`config.mk`:
```
export PLATFORM = sky130hd
export DESIGN_NAME = microsequencer_flat
export DESIGN_NICKNAME = d
export VERILOG_FILES = /design/src/rtl/microsequencer_if.sv /design/src/rtl/microsequencer.sv /design/src/flat_wrapper.sv
export SDC_FILE = /design/constraint.sdc
export NUM_CORES = 1
export LEC_CHECK = 0
export ABC_CLOCK_PERIOD_IN_PS = 3000
export CORE_UTILIZATION = 40
export CTS_BUF_LIST = sky130_fd_sc_hd__clkbuf_4 sky130_fd_sc_hd__clkbuf_8 sky130_fd_sc_hd__clkbuf_16
export DETAILED_ROUTE_END_ITERATION = 10
export DONT_BUFFER_PORTS = 1
export HOLD_SLACK_MARGIN = 0.15
export PLACE_DENSITY = 0.53
export SLEW_MARGIN = 20
export SYNTH_ARGS = -nofsm -noshare
export SYNTH_HDL_FRONTEND = slang
export SYNTH_SLANG_ARGS = --single-unit
export TNS_END_PERCENT = 1
```
`constraint.sdc`:
```
create_clock -name clk -period 3 [get_ports clk]
set_input_delay 0.45 -clock clk [delete_from_list [all_inputs] [get_ports clk]]
set_output_delay 0.45 -clock clk [all_outputs]
set_load 0.01 [all_outputs]
```
`src/rtl/microsequencer_if.sv`:
```
// Sequencer <-> control ROM / datapath bundle.
// master: the sequencer; slave: ROM, encoder and condition sources.
interface microsequencer_if;
  logic [63:0] cw;
  logic [7:0]  enc_addr;
  logic [7:0]  cond_bits;
  logic [7:0]  state;
  logic        waiting;
  logic        timeout;

  modport master (
    input  cw,
    input  enc_addr,
    input  cond_bits,
    output state,
    output waiting,
    output timeout
  );

  modport slave (
    output cw,
    output enc_addr,
    output cond_bits,
    input  state,
    input  waiting,
    input  timeout
  );
endinterface

```
`src/rtl/microsequencer.sv`:
```
// Next-address engine for the 256x64 microprogram ROM,
// with single-level return and a WAIT watchdog.
module microsequencer #(
  parameter logic [7:0] RESET_ADDR = 8'd0,
  parameter logic [7:0] ABORT_ADDR = 8'd0,
  parameter logic [7:0] WAIT_LIMIT = 8'd255
) (
  input logic              clk,
  input logic              rst_n,
  microsequencer_if.master bus
);

  typedef enum logic [2:0] {
    N_ENC   = 3'b000,
    N_ZERO  = 3'b001,
    N_INC   = 3'b010,
    N_JMP   = 3'b011,
    N_CBR   = 3'b100,
    N_CBRE  = 3'b101,
    N_WAIT  = 3'b110,
    N_RET   = 3'b111
  } nsel_e;

  nsel_e       w_n;
  logic        w_inv;
  logic        w_mi;
  logic [2:0]  w_s;
  logic [7:0]  w_hi;
  logic [7:0]  w_lo;
  logic        w_mjld;
  logic        w_cond;
  logic        w_wait;
  logic        w_fire;
  logic [7:0]  w_inc;
  logic [7:0]  w_seq;
  logic [7:0]  w_next;
  logic        w_unused;

  logic [7:0]  r_state;
  logic [7:0]  r_ret;
  logic [7:0]  r_wait_cnt;
  logic        r_timeout;

  assign w_n    = nsel_e'(bus.cw[57:55]);
  assign w_inv  = bus.cw[54];
  assign w_mi   = bus.cw[53];
  assign w_s    = bus.cw[52:50];
  assign w_hi   = bus.cw[49:42];
  assign w_lo   = bus.cw[41:34];
  assign w_mjld = bus.cw[33];

  assign w_unused = &{1'b0, bus.cw[63:58], bus.cw[32:0]};

  assign w_cond = bus.cond_bits[w_s] ^ w_inv;
  assign w_inc  = r_state + 8'd1;
  assign w_wait = (w_n == N_WAIT) & ~w_cond;
  assign w_fire = w_wait &
                  (r_wait_cnt == WAIT_LIMIT - 8'd1);

  always_comb begin
    w_seq = w_inc;
    unique case (w_n)
      N_ENC:  w_seq = bus.enc_addr;
      N_ZERO: w_seq = RESET_ADDR;
      N_INC:  w_seq = w_inc;
      N_JMP:  w_seq = w_hi;
      N_CBR:  w_seq = w_cond ? w_hi
                    : (w_mi ? w_lo : w_inc);
      N_CBRE: w_seq = w_cond ? w_hi : bus.enc_addr;
      N_WAIT: w_seq = w_cond ? w_inc : r_state;
      N_RET:  w_seq = r_ret;
      default: w_seq = w_inc;
    endcase
  end

  // A stuck handshake overrides the hold with the abort target
  assign w_next = w_fire ? ABORT_ADDR : w_seq;

  always_ff @(posedge clk or negedge rst_n) begin
    if (!rst_n) begin
      r_state    <= RESET_ADDR;
      r_ret      <= 8'd0;
      r_wait_cnt <= 8'd0;
      r_timeout  <= 1'b0;
    end else begin
      r_state   <= w_next;
      r_timeout <= w_fire;
      if (w_mjld)
        r_ret <= w_inc;
      if (w_wait && !w_fire)
        r_wait_cnt <= r_wait_cnt + 8'd1;
      else
        r_wait_cnt <= 8'd0;
    end
  end

  assign bus.state   = r_state;
  assign bus.waiting = w_wait;
  assign bus.timeout = r_timeout;

endmodule

```
`src/flat_wrapper.sv`:
```
// flat-port wrapper written by rule: the top's interface ports become plain ports
module microsequencer_flat 
#(
  parameter logic [7:0] RESET_ADDR = 8'd0,
  parameter logic [7:0] ABORT_ADDR = 8'd0,
  parameter logic [7:0] WAIT_LIMIT = 8'd255
)
  (clk, rst_n, bus_cw, bus_enc_addr, bus_cond_bits, bus_state, bus_waiting, bus_timeout);
  microsequencer_if bus_i ();
  input logic clk;
  input logic rst_n;
  input wire logic [$bits(bus_i.cw)-1:0] bus_cw;
  input wire logic [$bits(bus_i.enc_addr)-1:0] bus_enc_addr;
  input wire logic [$bits(bus_i.cond_bits)-1:0] bus_cond_bits;
  output wire logic [$bits(bus_i.state)-1:0] bus_state;
  output wire logic [$bits(bus_i.waiting)-1:0] bus_waiting;
  output wire logic [$bits(bus_i.timeout)-1:0] bus_timeout;
  assign bus_i.cw = bus_cw;
  assign bus_i.enc_addr = bus_enc_addr;
  assign bus_i.cond_bits = bus_cond_bits;
  assign bus_state = bus_i.state;
  assign bus_waiting = bus_i.waiting;
  assign bus_timeout = bus_i.timeout;
  microsequencer #(.RESET_ADDR(RESET_ADDR), .ABORT_ADDR(ABORT_ADDR), .WAIT_LIMIT(WAIT_LIMIT)) u_core (.clk(clk), .rst_n(rst_n), .bus(bus_i));
endmodule
```
==> flow_summary.json <==
{
  "outcome": "finished clean",
  "yosysWarnings": 0,
  "drv_slew": 0,
  "clkPwrFrac_pct": 22.4,
  "overflow": 0,
  "setup_viol": 0,
  "die_w_um": 73.4,
  "finalPower_w": 0.000918,
  "clockBufferDepth": 2,
  "final_nets": 311,
  "crit_family": "multiplexers",
  "routed_wl_um": 5160,
  "arrival_ns": 2.06,
  "htreeDepth": 1,
  "finalCritPeriodShare_pct": 83.8,
  "place_congestion": 0.753,
  "via_count": 1706,
  "worstRegToRegCells": 7,
  "p_leak_nw": 0.866,
  "crit_cells": 5,
  "pwr_density_cell_nw_per_um2": 433,
  "required_ns": 2.55,
  "ant_nets": 0,
  "root_buffer": "clkbuf_8",
  "pwr-share-seq_pct": 49.6,
  "cts.reportedPaths.clkPinSlew_ns": 0.09,
  "dieArea_um2": 5380,
  "crit_buf_inv": 1,
  "dr.pass1.iters": 4,
  "grt_pass1_wl_um": 8530,
  "r2r-start": "u_core.bus.state[0]",
  "synth_edf_count": 0,
  "grt_max_degree": 29,
  "intPower_w": 0.000611,
  "routedWlPerCell_um": 17.7,
  "antenna_found_initial": 0,
  "io_pins": 92,
  "syn-cell-area_um2": 2040,
  "drc": 0,
  "p_sw_share_pct": 33.4,
  "path_cells": "mux2_1 > mux4_2 > xnor2_4 > nand3_4 > inv_4",
  "layout.cells.non_filler": 292,
  "crit_fanout": 13,
  "synth-seq-area-share_pct": 30.7,
  "drt_iter0_drc": 105,
  "fin_area_um2": 2120,
  "holdCritStartpoint": "bus_cw[33]",
  "rsz0062_at_grt": "false",
  "dp_slack_ns": 0.448,
  "combPwrFrac_pct": 28.1,
  "post-cts-setup-buffers": 0,
  "placed_area_um2": 2040,
  "min-delay-path-class": "in2reg",
  "synth_seq_cells": 25,
  "crit_path_top_delay_cell": "mux4_2",
  "end_kind": "output port",
  "critPathKind": "in2out",
  "ys_types": 51,
  "n_antenna_cell": 0,
  "dp.cells": 286,
  "cts_made_buffers": 3,
  "async_reset_ff_share_pct": 100,
  "syn_to_final_growth_pct": 3.99,
  "tightest_slew_ns": 0.489,
  "dpl.hpwl_um": 3710,
  "syn_nets": 316,
  "fin_ws_ns": 0.486,
  "io_buffers": 0,
  "tns_ns": 0,
  "startpoint_type": "input pin",
  "syn_inst": 231,
  "start_util_pct": 42.3,
  "clock_latency_ns": 0.27,
  "ir_worst_vdd_uv": 250,
  "clock-sinks": 25,
  "grt_pass1_vias": 1758,
  "coreArea_um2": 4820,
  "fin_crit_ns": 2.51,
  "power_switching_w": 0.000306,
  "die_height_um": 73.4,
  "cts_resized": 0,
  "relSlewSlack_pct": 67.3,
  "drive_gt1_share_pct": 8.89,
  "slowest_delay_ns": 0.58,
  "hold_buffers": 2,
  "syn_area_per_cell_um2": 8.82,
  "tritoncts": "yes",
  "holdPathStages": 1,
  "fmax_mhz": 398,
  "rows": 25,
  "grt_use_total_pct": 20.6,
  "fill_cells": 501,
  "skew_ns": 0.00214,
  "cp-startpoint": "bus_cw[51]",
  "synthFlopType": "dfrtp_1",
  "drt-vias-per-instance": 5.84,
  "report.final.hold_viol_count": 0,
  "cap_violations": 0
}
-- layer usage --
| metal | share of wire [%] | global-route usage [%] | vias to the layer above | wire length, um |
|---|---|---|---|---|
| met4 | 0.41 | 3.21 | 0 | 21 |
| met5 | 0 | 0 | - | 0 |
| met3 | 6.6 | 4.80 | 2 | 343 |
| met1 | 44 | 25.1 | 821 | 2260 |
| li1 | - | - | 839 | - |
| met2 | 49 | 37.6 | 44 | 2540 |
-- area by class of cell --
type	count	area (um2)	area share, %
clock inverter	1	7.51	0.354
tap	67	83.8	3.96
clock buffer	3	41.3	1.95
sequential	25	626	29.5
timing repair buffer	3	37.5	1.77
inverter	5	21.3	1.00
multi-input combinational	188	1300	61.5
-- power groups by stage --
stage | registers, W | clock network, W | logic (W)
floorplan | 0.000441 | 0 | 0.000230
global placement | 0.000461 | 0 | 0.000246
detailed placement | 0.000461 | 0 | 0.000248
CTS | 0.000455 | 0.000217 | 0.000260
global route | 0.000464 | 0.000235 | 0.000292
finish | 0.000455 | 0.000205 | 0.000257
-- Yosys cell counts (4+ instances only) --
| library cell | count | area (um2) |
|---|---|---|
| and3_1 | 6 | 37.5 |
| nor3_1 | 6 | 30.0 |
| mux2_2 | 4 | 45.0 |
| mux2i_1 | 19 | 190 |
| buf_6 | 4 | 45.0 |
| a21oi_1 | 13 | 65.1 |
| o211ai_1 | 4 | 30.0 |
| nand2_1 | 19 | 71.3 |
| dfrtp_1 | 25 | 626 |
| inv_1 | 4 | 15.0 |
| clkbuf_1 | 5 | 18.8 |
| nand3_1 | 15 | 75.1 |
| xnor2_1 | 5 | 43.8 |
| o21ai_0 | 9 | 45.0 |
| nor2_1 | 27 | 101 |
| xor2_1 | 6 | 52.6 |
-- layout by cell type, fill, tap and decap left out, types with 4 or more instances in the layout --
cell and n:
xor2_1 6, nor3_1 6, xnor2_1 5, nand3_1 15, mux2i_1 19, nand2_1 19
a21oi_1 13, dfrtp_1 25, o21ai_0 9, nor2_1 27, mux2_2 4, and3_1 6
o211ai_1 4, inv_1 4
-- cells by family (layout without fill, tap and decap cells) --
logic type      count (synthesis)  in the layout  synth area share (%)
simple gates                   88             88                  21.1
compound gates                 54             54                  17.2
xor+xnor                       12             12                  6.08
flops                          25             25                  30.7
buf+inv                        18             12                  5.40
mux                            31             31                  17.6
fa+ha+maj                       3              3                  1.84
-- stage by stage --
stage / hold slack, ns / utilization (%)
3_3_place_gp: 0.155 / 42.4
5_1_grt: 0.238 / 44.0
4_1_cts: 0.245 / 44.0
2_1_floorplan: 0.154 / -
6_report: 0.250 / 44.0
3_5_place_dp: 0.155 / 42.4
-- worst reg2reg max path: stages, from the launching register on --
cell and delay (ns):
dfrtp_1 0.58, ha_1 0.29, nand3_1 0.11, xnor2_1 0.20
o2111ai_1 0.20, a21oi_1 0.08, a2111oi_0 0.42, o31ai_1 0.10
-- state kept, by name, indices dropped and copies added (netlist names) --
signal and flops:
u_core.bus.timeout 1, u_core.bus.state 8, u_core.r_wait_cnt 8, u_core.r_ret 8
-- worst paths after layout --
| kind | to | slack, ns |
|---|---|---|
| max in group asynchronous | u_core.r_ret[3] | 2.24 |
| min | u_core.r_ret[5] | 0.25 |
| max | bus_waiting | 0.49 |
| min reg2reg | u_core.r_wait_cnt[0] | 0.49 |
| min in group asynchronous | u_core.r_ret[1] | 0.61 |
| max reg2reg | u_core.bus.state[4] | 0.90 |
(Power assumes the default switching activity.)
